### config.mk
export PLATFORM = sky130hd
export DESIGN_NAME = id_stage
export DESIGN_NICKNAME = d
export VERILOG_FILES = /design/src/rtl/id_stage.sv
export SDC_FILE = /design/constraint.sdc
export NUM_CORES = 1
export LEC_CHECK = 0
export ABC_AREA = 1
export BUFFER_PORTS_ARGS = -buffer_cell sky130_fd_sc_hd__buf_2
export CAP_MARGIN = 20
export CORE_MARGIN = 2
export CORE_UTILIZATION = 35
export CTS_BUF_LIST = sky130_fd_sc_hd__clkbuf_4
export DETAILED_ROUTE_END_ITERATION = 10
export SYNTH_ARGS = -nofsm -noshare
export SYNTH_HDL_FRONTEND = slang
export SYNTH_SLANG_ARGS = --single-unit
export TNS_END_PERCENT = 1
### constraint.sdc
create_clock -name clk -period 3.4 [get_ports clk]
set_input_delay 0.51 -clock clk [delete_from_list [all_inputs] [get_ports clk]]
set_output_delay 0.51 -clock clk [all_outputs]
set_load 0.01 [all_outputs]
### src/rtl/id_stage.sv
// id_stage: RV32I decode stage with a register busy scoreboard and an ID/EX pipeline register.
// Optional macro ID_BYPASS_EN: forward same-cycle writeback data into the latched operands and skip that stall.
module id_stage #(
  parameter int XLEN = 32,
  parameter int NREG = 32
) (
  input  logic            clk,
  input  logic            rst,
  input  logic            in_valid,
  output logic            in_ready,
  input  logic [31:0]     in_pc,
  input  logic [31:0]     in_instr,
  output logic [4:0]      rs1_src,
  output logic [4:0]      rs2_src,
  input  logic [XLEN-1:0] rs1,
  input  logic [XLEN-1:0] rs2,
  input  logic            wb_we,
  input  logic [4:0]      wb_rd_src,
  input  logic [XLEN-1:0] wb_rd,
  input  logic            flush,
  output logic            out_valid,
  input  logic            out_ready,
  output logic [31:0]     out_pc,
  output logic [XLEN-1:0] out_rs1_val,
  output logic [XLEN-1:0] out_rs2_val,
  output logic [XLEN-1:0] out_imm,
  output logic [4:0]      out_rd_src,
  output logic [6:0]      out_opcode,
  output logic [2:0]      out_funct3,
  output logic            out_funct7b5,
  output logic            out_reg_we,
  output logic            out_illegal
);

  localparam logic [6:0] OPC_LUI    = 7'b0110111;
  localparam logic [6:0] OPC_AUIPC  = 7'b0010111;
  localparam logic [6:0] OPC_JAL    = 7'b1101111;
  localparam logic [6:0] OPC_JALR   = 7'b1100111;
  localparam logic [6:0] OPC_BRANCH = 7'b1100011;
  localparam logic [6:0] OPC_LOAD   = 7'b0000011;
  localparam logic [6:0] OPC_STORE  = 7'b0100011;
  localparam logic [6:0] OPC_OPIMM  = 7'b0010011;
  localparam logic [6:0] OPC_OP     = 7'b0110011;
  localparam logic [6:0] OPC_MISC   = 7'b0001111;
  localparam logic [6:0] OPC_SYSTEM = 7'b1110011;

  typedef enum logic [2:0] {
    IMM_NONE = 3'd0,
    IMM_I    = 3'd1,
    IMM_S    = 3'd2,
    IMM_B    = 3'd3,
    IMM_U    = 3'd4,
    IMM_J    = 3'd5
  } imm_fmt_e;

  function automatic logic [NREG-1:0] onehot(input logic [4:0] idx);
    logic [NREG-1:0] v;
    v = {NREG{1'b0}};
    v[idx] = 1'b1;
    return v;
  endfunction

  function automatic logic [XLEN-1:0] build_imm(input imm_fmt_e fmt, input logic [31:0] ins);
    logic [XLEN-1:0] v;
    case (fmt)
      IMM_I:   v = {{(XLEN-12){ins[31]}}, ins[31:20]};
      IMM_S:   v = {{(XLEN-12){ins[31]}}, ins[31:25], ins[11:7]};
      IMM_B:   v = {{(XLEN-13){ins[31]}}, ins[31], ins[7], ins[30:25], ins[11:8], 1'b0};
      IMM_U:   v = {{(XLEN-31){ins[31]}}, ins[30:12], 12'b0};
      IMM_J:   v = {{(XLEN-21){ins[31]}}, ins[31], ins[19:12], ins[20], ins[30:21], 1'b0};
      default: v = {XLEN{1'b0}};
    endcase
    return v;
  endfunction

  logic [6:0]      opcode;
  logic [4:0]      rd;
  logic            uses_rs1;
  logic            uses_rs2;
  logic            wr_op;
  logic            legal;
  imm_fmt_e        imm_fmt;
  logic            writes_rd;
  logic [XLEN-1:0] imm;

  logic [NREG-1:0] busy;
  logic [NREG-1:0] busy_next;
  logic [NREG-1:0] eff_busy;
  logic [NREG-1:0] wb_clr;
  logic [NREG-1:0] flush_clr;
  logic [NREG-1:0] set_mask;
  logic            hazard;
  logic            stall;
  logic            accept;
  logic [XLEN-1:0] op1;
  logic [XLEN-1:0] op2;

  assign opcode  = in_instr[6:0];
  assign rd      = in_instr[11:7];
  assign rs1_src = in_instr[19:15];
  assign rs2_src = in_instr[24:20];

  // Operand usage, destination write and immediate format per opcode; unknown opcodes are illegal.
  always_comb begin
    uses_rs1 = 1'b0;
    uses_rs2 = 1'b0;
    wr_op    = 1'b0;
    legal    = 1'b1;
    imm_fmt  = IMM_NONE;
    case (opcode)
      OPC_LUI:    begin wr_op = 1'b1; imm_fmt = IMM_U; end
      OPC_AUIPC:  begin wr_op = 1'b1; imm_fmt = IMM_U; end
      OPC_JAL:    begin wr_op = 1'b1; imm_fmt = IMM_J; end
      OPC_JALR:   begin uses_rs1 = 1'b1; wr_op = 1'b1; imm_fmt = IMM_I; end
      OPC_BRANCH: begin uses_rs1 = 1'b1; uses_rs2 = 1'b1; imm_fmt = IMM_B; end
      OPC_LOAD:   begin uses_rs1 = 1'b1; wr_op = 1'b1; imm_fmt = IMM_I; end
      OPC_STORE:  begin uses_rs1 = 1'b1; uses_rs2 = 1'b1; imm_fmt = IMM_S; end
      OPC_OPIMM:  begin uses_rs1 = 1'b1; wr_op = 1'b1; imm_fmt = IMM_I; end
      OPC_OP:     begin uses_rs1 = 1'b1; uses_rs2 = 1'b1; wr_op = 1'b1; end
      OPC_MISC:   begin legal = 1'b1; end
      OPC_SYSTEM: begin legal = 1'b1; end
      default:    begin legal = 1'b0; end
    endcase
  end

  assign writes_rd = wr_op && (rd != 5'd0);
  assign imm       = build_imm(imm_fmt, in_instr);

  assign wb_clr    = (wb_we && (wb_rd_src != 5'd0)) ? onehot(wb_rd_src) : {NREG{1'b0}};
  assign flush_clr = (flush && out_valid && out_reg_we) ? onehot(out_rd_src) : {NREG{1'b0}};

`ifdef ID_BYPASS_EN
  // A register whose writer retires this cycle is forwarded, so it no longer blocks issue.
  assign eff_busy = busy & ~wb_clr;
  assign op1 = (wb_we && (wb_rd_src != 5'd0) && (wb_rd_src == rs1_src)) ? wb_rd : rs1;
  assign op2 = (wb_we && (wb_rd_src != 5'd0) && (wb_rd_src == rs2_src)) ? wb_rd : rs2;
`else
  // The regfile write lands at the edge, so a retiring register still blocks issue this cycle.
  logic unused_wb_rd;
  assign eff_busy     = busy;
  assign op1          = rs1;
  assign op2          = rs2;
  assign unused_wb_rd = ^wb_rd;
`endif

  assign hazard   = (uses_rs1 && eff_busy[rs1_src])
                 || (uses_rs2 && eff_busy[rs2_src])
                 || (writes_rd && eff_busy[rd]);
  assign stall    = in_valid && hazard;
  assign in_ready = !rst && !flush && !stall && (!out_valid || out_ready);
  assign accept   = in_valid && in_ready;
  assign set_mask = (accept && writes_rd) ? onehot(rd) : {NREG{1'b0}};

  // Scoreboard update: writeback and flush clear, a new writer sets; set wins on the same index.
  always_comb begin
    busy_next    = (busy & ~wb_clr & ~flush_clr) | set_mask;
    busy_next[0] = 1'b0;
  end

  // ID/EX pipeline register and scoreboard state.
  always_ff @(posedge clk) begin
    if (rst) begin
      busy         <= {NREG{1'b0}};
      out_valid    <= 1'b0;
      out_pc       <= 32'd0;
      out_rs1_val  <= {XLEN{1'b0}};
      out_rs2_val  <= {XLEN{1'b0}};
      out_imm      <= {XLEN{1'b0}};
      out_rd_src   <= 5'd0;
      out_opcode   <= 7'd0;
      out_funct3   <= 3'd0;
      out_funct7b5 <= 1'b0;
      out_reg_we   <= 1'b0;
      out_illegal  <= 1'b0;
    end else begin
      busy <= busy_next;
      if (flush) begin
        out_valid <= 1'b0;
      end else if (accept) begin
        out_valid    <= 1'b1;
        out_pc       <= in_pc;
        out_rs1_val  <= op1;
        out_rs2_val  <= op2;
        out_imm      <= imm;
        out_rd_src   <= rd;
        out_opcode   <= opcode;
        out_funct3   <= in_instr[14:12];
        out_funct7b5 <= in_instr[30];
        out_reg_we   <= writes_rd;
        out_illegal  <= !legal;
      end else if (out_ready) begin
        out_valid <= 1'b0;
      end else begin
        out_valid <= out_valid;
      end
    end
  end

endmodule

==> impl_results.md, run 1 <==
* Via-to-Cell Ratio at 4.96
* GPL Wtd Cong at between 0.8 and 0.9
* Drt pass-1 iters at 6
* Comb power frac at 14.0%
* CTS tree: yes
* Seq pwr share at 54.9%
* Die Footprint at 25200 sq um
* # Max-Cap Violations at 0
* Initial drt markers at 732
* Starting density of the core at a little over a third
* Crit Reg-Reg Endpoint: out_rd_src[2]$_SDFFE_PP0P_
* Total wire length at 28.7 mm
* Pint at 2.70 mW
* Sink Count at 178
* Fillers at 2515
* Post-synthesis cell count at around 1300
* WP data required at 2890 ps
* Final TNS setup at 0 ps
* Post-Layout Cell Count at 1828
* Clock Latency Late Sink at just under 600 ps
* Hold Crit Class: in -> reg
* Crit path capture type: output port
* Grt total ovfl at 0
* Hpwl dp at 20.5 mm
* Crit-path max FO at 14
* H-tree lvl count at 4
* Critical path data arrival time at 2310 ps
* Yosys cell types at 27
* Largest net degree at the start of global routing at 92
* Net Sw Frac at 32.1%
* Static leakage at 4.56 nW
* Routed Antenna Nets at 0
* Clock network fraction of design power at 31.0%
* Final setup fails at 0
* Row count at 56
* Yosys reg bits at 178
* Setup Buffers After CTS at 0
* Worst setup path startpoint: in_instr[7]
* Final Skew at approximately 42 ps
* Ratio of total power to cell area at 387 nW/um^2
* Die H at approximately 160 um
* Share of post-route cells with drive strength above 1 at 23.0%
* Via count at 9058
* Largest buffer count on any clock path at 2
* Area growth, synth to finish at 22.6%
* Slew margin rel. at 48.4%
* Post-Syn Area at roughly 8400 sq um
* Die X at 159 um
* Pins over their slew limit at 0
* Element type at the critical path start: input pin
* Fmax at 354 MHz
* Final Util at 43.7%
* Placeable Area at approximately 23000 sq um
* # port buffers at roughly 300
* Worst-case vdd ir drop at 263 uV
* # DRC at 0
* CTS root buffer: clkbuf_4
* Slew @ Worst Pin at 773 ps
* Outcome: finished clean
* Sequential fraction of the synthesis area at approximately 43%
* Nets at approximately 1700
* Vias in the first global route at 7995
* Async set-or-reset flop fraction in the synthesized netlist at 0%
* Placed insts at 1794
* Antenna violations before repair at 4
* CTS buffer count at 17
* GRT Total Usage at 21.8%
* Clk pin slew, worst setup/hold paths at 200 ps
* Top-count cell post-synth: nand2_1
* Synth area leaders: dfxtp_1 (43%), nand2_1 (18%), a21oi_1 (12%)
* Yosys warnings at 0
* Post-CTS Hold Fix Bufs at 0
* FF-to-FF path depth at 12
* Post-synth top area cell: dfxtp_1
* End of the critical path: in_ready
* Net Count, Synth at 1423
* First-pass GRT wire length at 43.0 mm
* Worst setup path class: in -> out
* Final min period at ~2800 ps
* # IOs at 329
* Final period util at approximately 83%
* Worst R2R Setup Slack at 1090 ps
* Hold Vio Cnt, Final at 0
* Net Sw Power at 1.27 mW
* # resized after CTS at 0
* Number of synthesized flops with an enable pin at 0
* DR WL/cell at 15.7 um
* Yosys top cell area share at 42.6%
* Synth Area per Inst at about 6.7 sq um
* Synth top cells by count: nand2_1 (410), a21oi_1 (194), dfxtp_1 (178), inv_1 (112), nand3_1 (96)
* Reg2reg start: busy[10]$_SDFF_PP0_
* Synth Flop Type: dfxtp_1
* RSZ-0062 raised after global routing: no
## power by group through the flow
stage	clock network, mW	registers [mW]	logic, mW
floorplan	0	2.25	0.289
detailed placement	0	2.22	0.557
CTS	1.28	2.18	0.559
finish	1.23	2.18	0.557
global placement	0	2.22	0.555
global route	1.35	2.19	0.618
## final cells by class
class | count | area (sq um) | share of cell area, %
Antenna cell | 2 | 5.00 | 0.0488
Clock buffer | 18 | 135 | 1.32
Clock inverter | 14 | 161 | 1.57
Inverter | 116 | 435 | 4.24
Multi-Input combinational cell | 875 | 3940 | 38.4
Sequential cell | 178 | 3560 | 34.7
Tap cell | 319 | 399 | 3.89
Timing Repair Buffer | 306 | 1620 | 15.8
## flip-flops by register name, summed over array words and instances (netlist names)
name / flops
out_funct7b5: 1
busy: 31
out_rs1_val: 32
out_rd_src: 5
out_valid: 1
out_illegal: 1
out_opcode: 7
out_pc: 32
out_rs2_val: 32
out_imm: 32
out_reg_we: 1
out_funct3: 3
## worst max-delay path, cell delays in order
cell	delay (ps)
buf_2	270
nand2_1	440
nor2_1	200
a21oi_1	50
nand2_1	70
nand2_1	40
nand2_1	70
nor2_1	60
nand3_1	120
nand3_1	150
a21oi_1	150
buf_2	160
## worst min-delay path by stage
| stage | startpoint | end | slack [ps] | cells after the start |
|---|---|---|---|---|
| 2_1_floorplan | out_illegal$_SDFFE_PP0P_ | out_illegal$_SDFFE_PP0P_ | 460 | 2 |
| 3_3_place_gp | out_imm[31]$_SDFFE_PP0P_ | out_imm[31]$_SDFFE_PP0P_ | 420 | 2 |
| 3_5_place_dp | out_illegal$_SDFFE_PP0P_ | out_illegal$_SDFFE_PP0P_ | 430 | 2 |
| 4_1_cts | rs2[18] | out_rs2_val[18]$_SDFFE_PP0P_ | 100 | 3 |
| 5_1_grt | rs2[18] | out_rs2_val[18]$_SDFFE_PP0P_ | 80 | 3 |
| 6_report | rs1[17] | out_rs1_val[17]$_SDFFE_PP0P_ | 130 | 3 |
## logic make-up after synthesis
kind of cell | Yosys count | share of synthesized area, %
AO/OA/AOI/OAI | 255 | 16.9
AND/OR/NAND/NOR | 620 | 30.1
flip-flops | 178 | 42.6
buffers and inverters | 199 | 10.4
## cells in the final DEF, fill, tap and decap left out
master	count
a21oi_1	194
a22oi_1	4
a31oi_1	2
and2_1	1
buf_12	5
buf_2	295
buf_4	6
clkbuf_4	18
clkinv_1	1
clkinv_4	2
clkinv_8	4
clkinvlp_4	1
dfxtp_1	178
diode_2	2
inv_1	112
inv_2	3
inv_6	3
inv_8	4
nand2_1	410
nand2_2	2
nand3_1	96
nand4_1	1
nor2_1	77
nor2_4	1
nor3_1	30
nor3_2	1
nor3_4	1
o2111ai_1	1
o21a_1	1
o21ai_0	20
o21ai_1	1
o221ai_1	32
## metal layers
metal,share of wire (%),track usage (%)
met5,0.094,0
met4,2.2,6.95
met3,9.2,6.67
met2,46,34.6
met1,43,28.2
## per-stage QoR
stage	hold WS (ps)	power (mW)	instance area (sq um)	setup slack, ps
2_1_floorplan	465	2.54	8370	1140
3_3_place_gp	425	2.78	9960	452
3_5_place_dp	432	2.78	9960	423
4_1_cts	95.8	4.02	10300	642
5_1_grt	80.6	4.16	10300	423
6_report	130	3.97	10300	577
(Power assumes the default switching activity.)
==> inputs of run 2 (changes only) <==
Clock period 3.4 ns to 2.74 ns, I/O delays scaled along.
==> impl_results.md, run 2 (same netlist as run 1, synthesis figures left out) <==
* Final Cell Area at 10800 sq um (+5.0%)
* CTS root buffer: clkbuf_4
* Grt total ovfl at 0 (unchanged)
* Element type at the critical path start: flop
* Hold Crit Class: in -> reg
* Total wire length at 28.7 mm (about the same)
* Setup Buffers After CTS at 0 (unchanged)
* Clk pin slew, worst setup/hold paths at 180 ps (-20 ps)
* Nets at 1714 (+2.9%)
* RSZ-0062 raised after global routing: no
* # port buffers at 296 (unchanged)
* Outcome: finished clean
* Crit path capture type: output port
* Pins over their slew limit at 0 (unchanged)
* Crit-path max FO at 4 (-10)
* Reg2reg start: busy[12]$_SDFF_PP0_
* # DRC at 0 (unchanged)
* Die X at 159 um (unchanged)
* First-pass GRT wire length at 43.3 mm (+0.61%)
* CTS buffer count at 17 (unchanged)
* Antenna violations before repair at 4 (unchanged)
* Final Skew at 37.3 ps (-4.30 ps)
* FF-to-FF path depth at 13 (+1)
* Most common library cell in the layout ignoring fill and taps: nand2_1
* Fmax at 400 MHz
* Min-Delay Endpoint: out_rs1_val[23]$_SDFFE_PP0P_
* Drt pass-1 iters at 6 (unchanged)
* Commonest cells after routing, fill and taps aside: nand2_1 (410), buf_2 (294), a21oi_1 (193)
* Initial drt markers at 648 (-11%)
* Die Footprint at 25200 sq um (unchanged)
* Ratio of total power to cell area at 462 nW/um^2 (+19%)
* Row count at 56 (unchanged)
* Final min period at 2500 ps
* Share of post-route cells with drive strength above 1 at 23.5% (+0.50 points)
* Worst Hold Launch: rs1[23]
* Area growth, synth to finish at 28.8%
* Final TNS setup at 0 ps (unchanged)
* Starting density of the core at 35.7% (unchanged)
* # IOs at 329 (unchanged)
* Worst setup path class: reg -> out
* Slew @ Worst Pin at 776 ps (+2.90 ps)
* Final period util at roughly nine tenths
* Largest net degree at the start of global routing at 154 (+67%)
* Final setup fails at 0 (unchanged)
* Sink Count at 178 (unchanged)
* Via-to-Cell Ratio at 4.83 (-2.4%)
* Worst R2R Setup Slack at 620 ps (-470 ps)
* Clock Latency Late Sink at 570 ps (-20 ps)
* Fillers at 2486 (-1.2%)
* Hold Vio Cnt, Final at 0 (unchanged)
* Routed Antenna Nets at 0 (unchanged)
* Placeable Area at 23500 sq um (unchanged)
* CTS tree: yes
* Worst-case vdd ir drop at 255 uV (-3.0%)
* Via count at 9084 (+0.29%)
* WHS Path Cells at 3 (unchanged)
* Vias in the first global route at 8328 (+4.2%)
* H-tree lvl count at 4 (unchanged)
* Crit Reg-Reg Endpoint: out_pc[10]$_SDFFE_PP0P_
* Critical path data arrival time at 2090 ps (-220 ps)
* # Max-Cap Violations at 0 (unchanged)
* Worst setup path startpoint: busy[31]$_SDFF_PP0_
* Cell Area, Placed at 10100 sq um (+1.8%)
* GPL Wtd Cong at 0.936 (+5.0%)
* Hpwl dp at 21.1 mm (+2.9%)
* Slew margin rel. at 48.2% (-0.19 points)
* WP data required at 2330 ps (-560 ps)
* GRT Total Usage at 21.8% (+0.046 points)
* Die H at 159 um (unchanged)
* DR WL/cell at 15.3 um (-2.8%)
* Static leakage at 4.79 nW (+5.2%)
* Largest buffer count on any clock path at 2 (unchanged)
[run 2: cell count changes in the layout (fill, tap and decap cells not counted), sizes merged]
| cell | before | now |
|---|---|---|
| inv | 122 | 121 |
| dlygate4sd3 | 0 | 32 |
| clkinv | 7 | 8 |
| buf | 306 | 323 |
| diode | 2 | 4 |
[run 2: stage by stage]
step	hold slack, ps	std cells	setup slack [ps]	utilization, %	power (mW)
3_5_place_dp	432	1811	198	43.2	3.47
5_1_grt	1.02	1876	10.5	45.9	5.22
4_1_cts	0.836	1868	179	45.5	5.03
2_1_floorplan	465	1252	581	-	3.16
3_3_place_gp	426	1811	223	43.2	3.46
6_report	57.2	1879	243	45.9	4.98
[run 2: what timing repair did]
action	in CTS	in global routing
hold buffers	25	7
endpoints found under the setup margin	0	1
endpoints found under the hold margin	25	7
resized for setup	0	3
[run 2: layer usage]
metal / wire length [um] / share of wire [%] / track usage (%) / vias up
met2: 13200 / 46 / 34.7 / 315
met3: 2220 / 7.7 / 6.42 / 43
met1: 12600 / 44 / 28.1 / 4083
met4: 691 / 2.4 / 7.68 / 4
li1: - / - / - / 4639
met5: 21 / 0.073 / 0 / -
[run 2: worst max-delay path by stage]
| stage | end | depth (start not counted) |
|---|---|---|
| global route | in_ready | 10 |
| detailed placement | out_pc[10]$_SDFFE_PP0P_ | 14 |
| global placement | out_imm[28]$_SDFFE_PP0P_ | 18 |
| floorplan | out_imm[21]$_SDFFE_PP0P_ | 16 |
| finish | in_ready | 10 |
| CTS | in_ready | 10 |
[run 2: final cells by class]
| class | instances | area [sq um] | share of cell area (%) |
|---|---|---|---|
| multi-input combinational | 875 | 3950 | 36.6 |
| timing repair buffer | 355 | 2120 | 19.7 |
| tap | 319 | 399 | 3.70 |
| sequential | 178 | 3560 | 33.1 |
| clock buffer | 18 | 135 | 1.25 |
| clock inverter | 14 | 164 | 1.52 |
| inverter | 116 | 435 | 4.04 |
| antenna | 4 | 10.0 | 0.0929 |
[run 2: critical path, cell delays in order (launching register included)]
cell     delay (ps)
dfxtp_1         480
nor2_1           70
a21oi_1         130
nand2_1          70
nand2_1          50
nand2_1          70
nor2_1          160
nand3_1         140
nand3_2         130
a21oi_2          60
buf_4           150
[run 2: power by group]
part           switching [mW]  total (mW)  internal (mW)  leakage (nW)
clock network            1.10        1.53          0.433         0.156
registers              0.0383        2.71           2.67          1.44
logic                   0.451       0.747          0.296          3.20
total                    1.58        4.98           3.40          4.79
==> inputs of run 3 (changes only) <==
Clock period 2.74 ns to 2.2 ns, I/O delays scaled along.
==> impl_results.md, run 3 (same netlist as run 1, synthesis figures left out) <==
* Outcome: finished, violations left
* Failing checks: setup timing
* Setup WS pre-CTS at -472 ps (-670 ps)
* Die Footprint at 25200 sq um (unchanged)
* # IOs at 329 (unchanged)
* Pins over their slew limit at 0 (unchanged)
* First-pass GRT wire length at 47.6 mm (+9.9%)
* Starting density of the core at 35.7% (unchanged)
* DR WL/cell at 15.4 um (+0.69%)
* Grt total ovfl at 0 (unchanged)
* CTS tree: yes
* Die X at 159 um (unchanged)
* WHS Path Cells at 3 (unchanged)
* # DRC at 0 (unchanged)
* Min-Delay Endpoint: out_imm[8]$_SDFFE_PP0P_
* Multi-input logic area at 4030 sq um (+2.2%)
* Fmax at 427 MHz
* Worst R2R Setup Slack at -70 ps (-690 ps)
* CP bufs+invs at 2 (+1)
* GPL Wtd Cong at 0.938 (+0.15%)
* Worst Hold Launch: in_instr[28]
* # port buffers at 296 (unchanged)
* Clock network fraction of design power at 29.9% (-0.8 points)
* Placed insts at 1859 (+2.7%)
* WP data required at 1870 ps (-460 ps)
* Crit path capture type: output port
* FF-to-FF path depth at 12 (-1)
* Largest buffer count on any clock path at 2 (unchanged)
* GRT Total Usage at 23.9% (+2.1 points)
* Clk pin slew, worst setup/hold paths at 180 ps (about the same)
* Setup ws final at -142 ps (-385 ps)
* Final setup fails at 85 (+85)
* Final min period at 2340 ps
* Clock Latency Late Sink at 600 ps (+30 ps)
* Hold Vio Cnt, Final at 0 (unchanged)
* Crit-path max FO at 3 (-1)
* Slew @ Worst Pin at 741 ps (-35.1 ps)
* Worst-case vdd ir drop at 298 uV (+17%)
* Reg2reg start: busy[28]$_SDFF_PP0_
* RSZ-0062 raised after global routing: yes
* Routed Antenna Nets at 0 (unchanged)
* Row count at 56 (unchanged)
* Net Sw Frac at 31.8% (about the same)
* Via-to-Cell Ratio at 4.91 (+1.5%)
* Via count at 9841 (+8.3%)
* Hpwl dp at 21.6 mm (+2.5%)
* Share of post-route cells with drive strength above 1 at 27.7% (+4.2 points)
* Placeable Area at 23500 sq um (unchanged)
* Die H at 159 um (unchanged)
* Crit-path most repeated cell: nand2_1
* Most common library cell in the layout ignoring fill and taps: nand2_1
* Comb power frac at 17.7% (+2.7 points)
* Worst setup path class: reg -> out
* Layer with the highest usage: met2
* Fillers at 2313 (-7.0%)
* Met3 Use GR at 6.12% (-0.30 points)
* # Max-Cap Violations at 0 (unchanged)
* CP delay by family, top: simple AND/OR/NAND/NOR gates
* Sink Count at 178 (unchanged)
* Critical path cell sequence: inv_2 > a21oi_2 > nand2_1 > nand2_1 > nand2_1 > nor2_2 > nand3_2 > nand3_4 > a21oi_2 > buf_6
* Pint at 4.37 mW (+29%)
* Net Sw Power at 2.04 mW (+29%)
* Final Skew at 42.6 ps (+5.28 ps)
* Commonest cells after routing, fill and taps aside: nand2_1 (405), buf_2 (294), a21oi_1 (187)
* Slew margin rel. at 50.5% (+2.3 points)
* Vias in the first global route at 9228 (+11%)
* Crit Reg-Reg Endpoint: out_rs1_val[21]$_SDFFE_PP0P_
* GR Util met1 at 30.2% (+2.1 points)
* CTS buffer count at 17 (unchanged)
* Seq pwr share at 52.4% (-1.9 points)
* Total wire length at 30.8 mm (+7.5%)
* H-tree lvl count at 4 (unchanged)
* CTS root buffer: clkbuf_4
* Nets at 1843 (+7.5%)
* Drt pass-1 iters at 5 (-1)
* Static leakage at 5.41 nW (+13%)
* Met2 GRT Util at 40.2% (+5.5 points)
* Ratio of total power to cell area at 529 nW/um^2 (+14%)
* Antenna violations before repair at 2 (-2)
* Hold Crit Class: in -> reg
* Initial drt markers at 640 (-1.2%)
* Critical path data arrival time at 2010 ps (-80 ps)
* Final period util at 106%
* Slowest cell on the critical path: dfxtp_2
* Area growth, synth to finish at 44.8%
* Largest stage delay on the critical path at 420 ps (-60 ps)
* Register Area at 3620 sq um (+1.5%)
* Largest net degree at the start of global routing at 155 (+0.65%)
* Element type at the critical path start: flop
* Post-Layout Cell Count at 2006 (+6.8%)
* Final Util at 51.6% (+5.7 points)
run 3: cell types whose count changed in the layout (fill, tap and decap cells not counted), moves of 6 or more:
cell	before	now
dfxtp_4	0	8
a21oi_1	193	187
buf_4	20	65
dfxtp_2	0	19
dfxtp_1	178	151
nand3_1	95	88
a21oi_2	1	7
dlygate4sd3_1	32	111
run 3: how the worst max path moves through the flow:
stage                        start                          end  slack (ps)  depth (start not counted)
2_1_floorplan          in_instr[8]     out_imm[21]$_SDFFE_PP0P_         120                         16
3_3_place_gp           in_instr[7]  out_rs1_val[7]$_SDFFE_PP0P_        -390                         14
3_5_place_dp           in_instr[7]  out_rs1_val[9]$_SDFFE_PP0P_        -470                         14
4_1_cts        busy[28]$_SDFF_PP0_                     in_ready        -140                         10
5_1_grt        busy[19]$_SDFF_PP0_                     in_ready        -230                         12
6_report       busy[14]$_SDFF_PP0_                     in_ready        -140                         10
run 3: power groups by stage:
stage	Combinational (mW)	Clock [mW]	Sequential, mW
after floorplan	0.447	0	3.48
after global placement	0.946	0	3.43
after detailed placement	0.951	0	3.44
after CTS	1.12	1.99	3.37
after global routing	1.24	2.12	3.38
final	1.13	1.91	3.36
run 3: stage by stage:
stage / setup TNS [ps] / cell area, sq um / hold WS, ps / power (mW)
after global routing: -22130 / 12100 / 4.73 / 6.74
after floorplan: 0 / 8370 / 465 / 3.93
after CTS: -222 / 12000 / 4.67 / 6.48
after detailed placement: -63760 / 10500 / 428 / 4.39
after global placement: -55850 / 10500 / 426 / 4.38
final: -1720 / 12100 / 36.1 / 6.41
run 3: tightest hold or removal path, cell delays in order:
cell and delay (ps):
buf_2 110, o21ai_0 80, a21oi_1 70
run 3: metal layers:
layer	wire, um	up-vias
met3	2220	56
met5	0	-
met2	14600	382
met1	13300	4499
met4	701	0
li1	-	4904
run 3: final cells by class:
class | instances | area share (%)
diodes | 2 | 0.0413
clock buffers | 18 | 1.12
clock inverters | 14 | 1.35
inverters | 116 | 3.59
multi-input cells | 875 | 33.3
flip-flops and latches | 178 | 29.9
well taps | 319 | 3.30
repair buffers | 484 | 27.4
run 3: repair_timing:
| action | CTS | global route |
|---|---|---|
| endpoints found under the setup margin | 175 | 179 |
| hold endpoints to repair | 112 | 0 |
| pin swaps | 4 | 18 |
| buffers inserted | 0 | 2 |
| hold buffers | 111 | 0 |
| gates cloned | 0 | 0 |
| gates resized for setup | 36 | 34 |
